File: src/rtl/flappy_game_sequencer_pkg.sv
// Shared definitions for the Flappy game sequencer: state encodings,
// default divider constants and small arithmetic helpers.
package flappy_game_sequencer_pkg;

    localparam logic [1:0] ST_IDLE = 2'd0;
    localparam logic [1:0] ST_PLAY = 2'd1;
    localparam logic [1:0] ST_LOST = 2'd2;
    localparam logic [1:0] ST_WIN  = 2'd3;

    localparam int unsigned DEF_PIPE_DIV        = 32'd524288;
    localparam int unsigned DEF_BIRD_DIV        = 32'd1048576;
    localparam int unsigned DEF_FLASH_DIV       = 32'd4194304;
    localparam int unsigned DEF_DEBOUNCE_CYCLES = 32'd500000;
    localparam int unsigned DEF_WIN_SCORE       = 32'd10;

    function automatic logic [3:0] max_u4(input logic [3:0] a, input logic [3:0] b);
        if (a > b) begin
            return a;
        end else begin
            return b;
        end
    endfunction

endpackage

File: src/rtl/flappy_game_sequencer_btn_debounce.sv
// Button conditioner: two-flop synchronizer, stability counter and a
// single-cycle pulse on each accepted rising edge of the debounced level.
module btn_debounce
    import flappy_game_sequencer_pkg::*;
#(
    parameter int unsigned DEBOUNCE_CYCLES = DEF_DEBOUNCE_CYCLES
) (
    input  logic clk,
    input  logic rst,
    input  logic btn_raw,
    output logic press
);

    localparam int unsigned CW = (DEBOUNCE_CYCLES > 32'd1) ? $clog2(DEBOUNCE_CYCLES) : 32'd1;
    localparam logic [CW-1:0] CNT_LAST = CW'(DEBOUNCE_CYCLES - 32'd1);

    logic          sync1_q;
    logic          sync2_q;
    logic          level_q;
    logic          level_d;
    logic          level_prev_q;
    logic          press_q;
    logic          press_d;
    logic [CW-1:0] cnt_q;
    logic [CW-1:0] cnt_d;

    // Stability counter: any cycle where the input agrees with the level restarts it
    always_comb begin
        level_d = level_q;
        cnt_d   = {CW{1'b0}};
        if (sync2_q != level_q) begin
            if (cnt_q == CNT_LAST) begin
                level_d = sync2_q;
                cnt_d   = {CW{1'b0}};
            end else begin
                cnt_d   = cnt_q + CW'(1);
            end
        end else begin
            cnt_d = {CW{1'b0}};
        end
    end

    // Rising edge of the accepted level, so a held button yields one pulse
    always_comb begin
        press_d = level_q & ~level_prev_q;
    end

    // Synchronizer, debounce state and pulse registers
    always_ff @(posedge clk or posedge rst) begin
        if (rst) begin
            sync1_q      <= 1'b0;
            sync2_q      <= 1'b0;
            level_q      <= 1'b0;
            level_prev_q <= 1'b0;
            press_q      <= 1'b0;
            cnt_q        <= {CW{1'b0}};
        end else begin
            sync1_q      <= btn_raw;
            sync2_q      <= sync1_q;
            level_q      <= level_d;
            level_prev_q <= level_q;
            press_q      <= press_d;
            cnt_q        <= cnt_d;
        end
    end

    assign press = press_q;

endmodule

File: src/rtl/flappy_game_sequencer.sv
// Flappy game controller: debounced Start/Ack, IDLE/PLAY/LOST/WIN FSM,
// pipe/bird tick prescalers, lose/win flash and high-score register.
module flappy_game_sequencer
    import flappy_game_sequencer_pkg::*;
#(
    parameter int unsigned PIPE_DIV        = DEF_PIPE_DIV,
    parameter int unsigned BIRD_DIV        = DEF_BIRD_DIV,
    parameter int unsigned FLASH_DIV       = DEF_FLASH_DIV,
    parameter int unsigned DEBOUNCE_CYCLES = DEF_DEBOUNCE_CYCLES,
    parameter int unsigned WIN_SCORE       = DEF_WIN_SCORE
) (
    input  logic       Clk,
    input  logic       reset,
    input  logic       BtnC,
    input  logic       BtnD,
    input  logic       collision,
    input  logic [3:0] score,
    output logic       start_pulse,
    output logic       ack_pulse,
    output logic       stop,
    output logic       pipe_tick,
    output logic       bird_tick,
    output logic       flash,
    output logic [1:0] state,
    output logic [3:0] high_score
);

    localparam int unsigned PW = (PIPE_DIV  > 32'd1) ? $clog2(PIPE_DIV)  : 32'd1;
    localparam int unsigned BW = (BIRD_DIV  > 32'd1) ? $clog2(BIRD_DIV)  : 32'd1;
    localparam int unsigned FW = (FLASH_DIV > 32'd1) ? $clog2(FLASH_DIV) : 32'd1;

    localparam logic [PW-1:0] PIPE_LAST  = PW'(PIPE_DIV  - 32'd1);
    localparam logic [BW-1:0] BIRD_LAST  = BW'(BIRD_DIV  - 32'd1);
    localparam logic [FW-1:0] FLASH_LAST = FW'(FLASH_DIV - 32'd1);
    localparam logic [3:0]    WIN_VAL    = 4'(WIN_SCORE);

    logic          btnc_press;
    logic          btnd_press;

    logic [1:0]    state_q;
    logic [1:0]    state_d;
    logic          start_q;
    logic          start_d;
    logic          ack_q;
    logic          ack_d;
    logic          stop_q;
    logic          stop_d;
    logic [3:0]    high_score_q;
    logic [3:0]    high_score_d;

    logic          stay_play;
    logic          stay_lost;

    logic [PW-1:0] pipe_cnt_q;
    logic [PW-1:0] pipe_cnt_d;
    logic          pipe_tick_q;
    logic          pipe_tick_d;
    logic [BW-1:0] bird_cnt_q;
    logic [BW-1:0] bird_cnt_d;
    logic          bird_tick_q;
    logic          bird_tick_d;
    logic [FW-1:0] flash_cnt_q;
    logic [FW-1:0] flash_cnt_d;
    logic          flash_q;
    logic          flash_d;

    btn_debounce #(
        .DEBOUNCE_CYCLES (DEBOUNCE_CYCLES)
    ) u_deb_start (
        .clk     (Clk),
        .rst     (reset),
        .btn_raw (BtnC),
        .press   (btnc_press)
    );

    btn_debounce #(
        .DEBOUNCE_CYCLES (DEBOUNCE_CYCLES)
    ) u_deb_ack (
        .clk     (Clk),
        .rst     (reset),
        .btn_raw (BtnD),
        .press   (btnd_press)
    );

    // Game FSM; collision has priority over reaching the winning score
    always_comb begin
        state_d      = state_q;
        start_d      = 1'b0;
        ack_d        = 1'b0;
        high_score_d = high_score_q;
        case (state_q)
            ST_IDLE: begin
                if (btnc_press) begin
                    state_d = ST_PLAY;
                    start_d = 1'b1;
                end else begin
                    state_d = ST_IDLE;
                end
            end
            ST_PLAY: begin
                if (collision) begin
                    state_d      = ST_LOST;
                    high_score_d = max_u4(high_score_q, score);
                end else if (score == WIN_VAL) begin
                    state_d      = ST_WIN;
                    high_score_d = max_u4(high_score_q, score);
                end else begin
                    state_d = ST_PLAY;
                end
            end
            ST_LOST, ST_WIN: begin
                if (btnd_press) begin
                    state_d = ST_IDLE;
                    ack_d   = 1'b1;
                end else begin
                    state_d = state_q;
                end
            end
            default: begin
                state_d = ST_IDLE;
            end
        endcase
        stop_d    = (state_d != ST_PLAY);
        stay_play = (state_q == ST_PLAY) && (state_d == ST_PLAY);
        stay_lost = (state_q == ST_LOST) && (state_d == ST_LOST);
    end

    // Tick prescalers; cleared outside PLAY and on the exit cycle so no late tick escapes
    always_comb begin
        pipe_cnt_d  = {PW{1'b0}};
        pipe_tick_d = 1'b0;
        bird_cnt_d  = {BW{1'b0}};
        bird_tick_d = 1'b0;
        if (stay_play) begin
            if (pipe_cnt_q == PIPE_LAST) begin
                pipe_cnt_d  = {PW{1'b0}};
                pipe_tick_d = 1'b1;
            end else begin
                pipe_cnt_d  = pipe_cnt_q + PW'(1);
                pipe_tick_d = 1'b0;
            end
            if (bird_cnt_q == BIRD_LAST) begin
                bird_cnt_d  = {BW{1'b0}};
                bird_tick_d = 1'b1;
            end else begin
                bird_cnt_d  = bird_cnt_q + BW'(1);
                bird_tick_d = 1'b0;
            end
        end else begin
            pipe_cnt_d  = {PW{1'b0}};
            bird_cnt_d  = {BW{1'b0}};
        end
    end

    // Flash overlay: steady in WIN, blinking in LOST, dark elsewhere
    always_comb begin
        flash_cnt_d = {FW{1'b0}};
        flash_d     = 1'b0;
        if (state_d == ST_WIN) begin
            flash_d = 1'b1;
        end else if (stay_lost) begin
            if (flash_cnt_q == FLASH_LAST) begin
                flash_cnt_d = {FW{1'b0}};
                flash_d     = ~flash_q;
            end else begin
                flash_cnt_d = flash_cnt_q + FW'(1);
                flash_d     = flash_q;
            end
        end else begin
            flash_d = 1'b0;
        end
    end

    // All controller state and outputs are registered here
    always_ff @(posedge Clk or posedge reset) begin
        if (reset) begin
            state_q      <= ST_IDLE;
            start_q      <= 1'b0;
            ack_q        <= 1'b0;
            stop_q       <= 1'b1;
            high_score_q <= 4'd0;
            pipe_cnt_q   <= {PW{1'b0}};
            pipe_tick_q  <= 1'b0;
            bird_cnt_q   <= {BW{1'b0}};
            bird_tick_q  <= 1'b0;
            flash_cnt_q  <= {FW{1'b0}};
            flash_q      <= 1'b0;
        end else begin
            state_q      <= state_d;
            start_q      <= start_d;
            ack_q        <= ack_d;
            stop_q       <= stop_d;
            high_score_q <= high_score_d;
            pipe_cnt_q   <= pipe_cnt_d;
            pipe_tick_q  <= pipe_tick_d;
            bird_cnt_q   <= bird_cnt_d;
            bird_tick_q  <= bird_tick_d;
            flash_cnt_q  <= flash_cnt_d;
            flash_q      <= flash_d;
        end
    end

    assign state       = state_q;
    assign start_pulse = start_q;
    assign ack_pulse   = ack_q;
    assign stop        = stop_q;
    assign high_score  = high_score_q;
    assign pipe_tick   = pipe_tick_q;
    assign bird_tick   = bird_tick_q;
    assign flash       = flash_q;

endmodule

File: config.mk
export PLATFORM = sky130hd
export DESIGN_NAME = flappy_game_sequencer
export DESIGN_NICKNAME = d
export VERILOG_FILES = /design/src/rtl/flappy_game_sequencer_pkg.sv /design/src/rtl/flappy_game_sequencer_btn_debounce.sv /design/src/rtl/flappy_game_sequencer.sv
export SDC_FILE = /design/constraint.sdc
export NUM_CORES = 1
export LEC_CHECK = 0
export BUFFER_PORTS_ARGS = -buffer_cell sky130_fd_sc_hd__buf_2
export CORE_MARGIN = 3
export CORE_UTILIZATION = 40
export CTS_CLUSTER_DIAMETER = 120
export CTS_CLUSTER_SIZE = 28
export DETAILED_ROUTE_END_ITERATION = 8
export GPL_ROUTABILITY_DRIVEN = 0
export MAX_ROUTING_LAYER = met4
export PLACE_DENSITY = 0.69
export REMOVE_ABC_BUFFERS = 1
export SYNTH_ARGS = -nofsm -noshare
export SYNTH_HDL_FRONTEND = slang
export SYNTH_HIERARCHICAL = 1
export SYNTH_SLANG_ARGS = --single-unit
File: constraint.sdc
create_clock -name Clk -period 2 [get_ports Clk]
set_input_delay 0.3 -clock Clk [delete_from_list [all_inputs] [get_ports Clk]]
set_output_delay 0.3 -clock Clk [all_outputs]
set_load 0.01 [all_outputs]
=== After elaboration in Yosys (flattened, before gate mapping) ===
Index checks and enable logic that the tools add are counted.

* Register bits: 121
* Output and inout port bits: 12
* Input port bits: 9

* Bitwise gates (word level): 5
* Reductions and logical operators: 8
* Order comparisons: 1
* Add/subtract/negate cells: 5
* Muxes and demuxes: 30
* Equality and inequality tests: 16

{| class="wikitable"
|+ Operators by type and width
! cell !! count
|-
| $mux 19 || 6
|-
| $mux 22 || 3
|-
| $add 19x1->19 const B || 3
|-
| $eq 19x19->1 const B || 3
|-
| $mux 20 || 2
|-
| $add 22x1->22 const B || 1
|-
| $eq 22x22->1 const B || 1
|-
| $add 20x1->20 const B || 1
|-
| $eq 20x20->1 const B || 1
|-
| $mux 1 || 12
|-
| $mux 4 || 3
|-
| $eq 2x2->1 const B || 4
|-
| $mux 2 || 3
|-
| $pmux 2 s3 || 1
|-
| $reduce_and 2->1 || 3
|-
| $eq 2x1->1 const B || 2
|-
| $eq 4x4->1 const B || 1
|-
| $gt 4x4->1 || 1
|-
| $ne 3x1->1 const B || 1
|-
| $not 1->1 || 3
|-
| $and 1x1->1 || 2
|-
| $logic_and 1x1->1 || 2
|-
| $logic_not 2->1 || 1
|-
| $ne 1x1->1 || 2
|-
| other kinds (3) || 3
|}

=== Depth between registers and ports, before layout ===
* Word-level depth: 8
* Mapped depth: 8
* Gate-level depth less buffers: 7

=== Hierarchy ===
The synthesis kept the hierarchy.

{| class="wikitable"
|+ Modules (own cells, without submodules)
! module !! instances !! cells each !! area each (µm²)
|-
| flappy_game_sequencer || 1 || 336 || 3452.1
|-
| btn_debounce || 2 || 106 || 1147.4
|}

=== Worst setup path after synthesis ===
No wires, ideal clock.

* Kind: register -> register
* Start point: register high_score_q[3], in the netlist high_score[3]
* End point: register high_score_q[0], in the netlist high_score[0]
* Data required time: 1.875 ns
* Arrival: 1.719 ns
* Path slack: 0.156 ns
* Stages on the path, launching flop included: 6
* Cells stage by stage: dfrtp_1 ha_1 a21oi_1 o21ai_0 a211oi_1 mux2_2

* Cells in the longest elaborated chain, start to end: 4

{| class="wikitable"
|+ RTL lines
! item !! line !! source
|-
| from (decl) || flappy_game_sequencer.sv:48 || <nowiki>logic [3:0] high_score_q;</nowiki>
|-
| from (signal assigned) || flappy_game_sequencer.sv:193 || <nowiki>high_score_q <= high_score_d;</nowiki>
|-
| $gt 4x4->1 * || flappy_game_sequencer_pkg.sv:17 || <nowiki>if (a > b) begin</nowiki>
|-
| $mux 4 * || n/a ||
|-
| $mux 4 || n/a ||
|-
| $mux 4 * || n/a ||
|}

Every way passes the cells marked *; elsewhere a longest branch is shown, timed or not. The select of a mux whose other input is x is not followed.
A chain may end at the register's enable or synchronous reset.

=== Worst setup path in the final report ===
* Start point: register high_score_q[3], in the netlist high_score[3]
* End point: register high_score_q[1], in the netlist high_score[1]

Same word-level chain as after synthesis.

==> qor_table.md <==
| Metric | Reported | Unit |
|---|---|---|
| HPWL after DPL | 7150 | um |
| Setup crit start | high_score[3] | - |
| Warning count from the yosys run | 6 | - |
| Antenna viol nets, final | 0 | - |
| Final layout net count | 610 | - |
| Synthesized netlist cell count | 548 | - |
| Instance area at placement | 0.00608 | mm2 |
| Number of cell rows | 43 | - |
| Via count of the routed design | 3,980 | - |
| Area added between synthesis and finish | 18.0 | % |
| Area inside the core boundary | 0.0140 | mm2 |
| Tightest slew margin relative to the limit | 63.7 | % |
| Fill count | 1,250 | - |
| Share of post-route cells with drive strength above 1 | 15.5 | % |
| Post-CTS setup buffers | 0 | - |
| Synth Flop Type | dfrtp_1 | - |
| Critical Path Source Type | register | - |
| Synth top area share | 52.3 | % |
| Routed len/inst | 13.3 | um |
| Total standard cell area after synthesis | 0.00575 | mm2 |
| Final cycle utilization of the critical path | 91.0 | % |
| Clock insertion delay at the later pin of the skew report | 0.41 | ns |
| Result of the run | completed | - |
| Reported leakage power | 2.95 | nW |
| Cell Count, Final, Fillers Out | 785 | - |
| Post-cts gate resize count | 0 | - |
| All-layer global routing usage | 14.7 | % |
| I/O Buffers | 20 | - |
| Startpoint of the worst-slack reg-to-reg timing path | high_score[3] | - |
| Kind of critical path | register to register | - |
| CTS clock-pin slew for the worst setup and hold paths | 0.05 | ns |
| Tightest Hold Check Type | input port to register | - |
| Largest net degree at the start of global routing | 74 | - |
| Critical Path End Type | register | - |
| Total count of hold-check failures in the final report | 0 | - |
| Clock root cell | clkbuf_16 | - |
| Cell total after placement | 750 | - |
| Startpoint of the lowest-slack hold path | score[1] | - |
| Worst slew pin tran | 0.540 | ns |
| I/O Pins | 21 | - |
| Fraction of the yosys area taken by sequential cells | 52.7 | % |
| Final setup violation count | 0 | - |
| Maximum clock rate | 550 | MHz |
| Maximum Capacitance Violations | 0 | - |
| Number of global-route vias before repair | 4,124 | - |
| Buffer depth of the longest clock path | 2 | - |
| DR pass1 iterations | 4 | - |
| EDFF count, synth | 0 | - |
| Required time worst endpoint | 2.29 | ns |
| DRC viols | 0 | - |
| Distinct cell type count of the synthesized netlist | 55 | - |
| 1st-iter DRT viols | 202 | - |
| Power density over the cells | 892 | mW/mm2 |
| Number of storage elements in the synthesis netlist | 121 | - |
| Setup repair after global routing missed its margin | no | - |
| Die area | 0.0158 | mm2 |
| Maximum level of the CTS H-tree | 4 | - |
| Antenna Cells | 0 | - |
| Clock Sinks | 121 | - |
| Global-route congestion overflow total | 0 | - |
| Height of the die | 126 | um |
| Post-synth ARST share | 100 | % |
| VDD IR-drop max | 0.000614 | V |
| Initial standard-cell utilization of the core | 41.1 | % |
| Final-report max-slew violation count | 0 | - |
| TritonCTS Buffers | 17 | - |
| Mean cell area of the mapped netlist | 10.5 | um2 |
| Total length of routed wires | 10,500 | um |
| Utilization after layout | 48.5 | % |
| Global-route wire length before repair | 18,700 | um |
| Final critical path time including I/O delays and setup | 1.82 | ns |
| Width of the die | 126 | um |
| Total Neg Setup Slack | 0 | ns |
| Fin Clk Skew | 0.00792 | ns |
| Cell with the most instances after synthesis | dfrtp_1 | - |
| Top post-synthesis cells by area | dfrtp_1 (52%), xor2_1 (7.6%), nor2_1 (6.5%) | - |
| Largest fanout of any net on the critical path | 4 | - |
| TritonCTS clock tree | yes | - |
| Antenna violations before repair | 0 | - |
| Top cells by count, synth | dfrtp_1 (120), nor2_1 (100), xor2_1 (50), nand3_1 (41), xnor2_1 (31) | - |
| Cell type contributing the most total cell area after synthesis | dfrtp_1 | - |
| Layout Cell Area excl Fill | 0.00678 | mm2 |
| Total Power Consumption | 6.05 | mW |
| Data arrival time of the worst path | 2.11 | ns |
| Via-to-Cell Ratio | 5.07 | - |
## cell usage in the layout, fill, tap and decap left out, types with 5 or more instances in the layout
cell       instances
and2_1             5
xor2_1            50
and3_1            13
nand2_1           28
clkbuf_16         17
nand4_1           20
nor2_1           100
o21ai_0            8
xnor2_1           31
buf_2             20
inv_1             12
buf_4             15
nor3_1             7
and4_1             9
nand3_1           41
ha_1               9
dfrtp_1          120
a21oi_1           12
bufinv_16          5
## metal layers
metal  track usage [%]  wire length [um]  share of wire [%]  vias up
met5                 -                 0                  0        -
met4              5.30                95               0.91        0
met3              4.71               302                2.9       13
met2              22.9              5180                 49       35
met1              18.2              4890                 47     1956
li1                  -                 -                  -     1976
## power breakdown
part	internal, mW	switching, mW
clock network	2.34	1.08
logic	0.0490	0.0902
registers	2.47	0.0157
## critical path, cell delays in order, from the launching register on
cell and delay (ns):
dfrtp_1 0.39, ha_1 0.31, a21oi_1 0.15, o21ai_0 0.12
a211oi_1 0.22, buf_4 0.18, mux2_2 0.33
## worst paths after layout
| kind | to | slack [ns] | cells after the start |
|---|---|---|---|
| min reg2reg | u_deb_start/sync2_q | 0.35 | 0 |
| min | high_score[1] | 0.16 | 2 |
| max | high_score[1] | 0.18 | 6 |
| max reg2reg | high_score[1] | 0.18 | 6 |
| min in group asynchronous | u_deb_start/sync1_q | 0.30 | 3 |
| max in group asynchronous | stop | 1.12 | 4 |
## stage by stage
step / hold slack (ns) / setup slack, ns
6_report: 0.157 / 0.181
5_1_grt: 0.144 / 0.0810
4_1_cts: 0.138 / 0.171
3_5_place_dp: 0.188 / 0.115
3_3_place_gp: 0.188 / 0.200
2_1_floorplan: 0.315 / -0.152
## layout make-up
class / instances / area [um2] / area share [%]
timing repair buffer: 39 / 263 / 3.88
tap: 180 / 225 / 3.32
inverter: 13 / 48.8 / 0.720
sequential: 121 / 3030 / 44.7
clock inverter: 11 / 191 / 2.82
multi-input combinational: 400 / 2540 / 37.5
clock buffer: 21 / 480 / 7.09
## cell families after synthesis
| logic type | after synthesis | synth area share [%] |
|---|---|---|
| and+or+nand+nor | 270 | 24.9 |
| adders and majority gates | 9 | 1.96 |
| muxes | 6 | 1.31 |
| buffers and inverters | 27 | 3.05 |
| AOI/OAI and AO/OA | 34 | 3.75 |
| xor gates and xnor gates | 81 | 12.3 |
| DFF | 121 | 52.7 |
## state kept, by name, indices dropped and copies added, names as in the netlist, 2 cells and up
register and cells:
state 2, bird_cnt_q 20, pipe_cnt_q 19, u_deb_ack/cnt_q 19
u_deb_start/cnt_q 19, high_score 4, flash_cnt_q 22
## repair_timing
action	in CTS	in global routing
endpoints found under the setup margin	0	0
hold buffers	3	0
endpoints found under the hold margin	50	0
No activity file was read; power rests on OpenSTA's default activity.
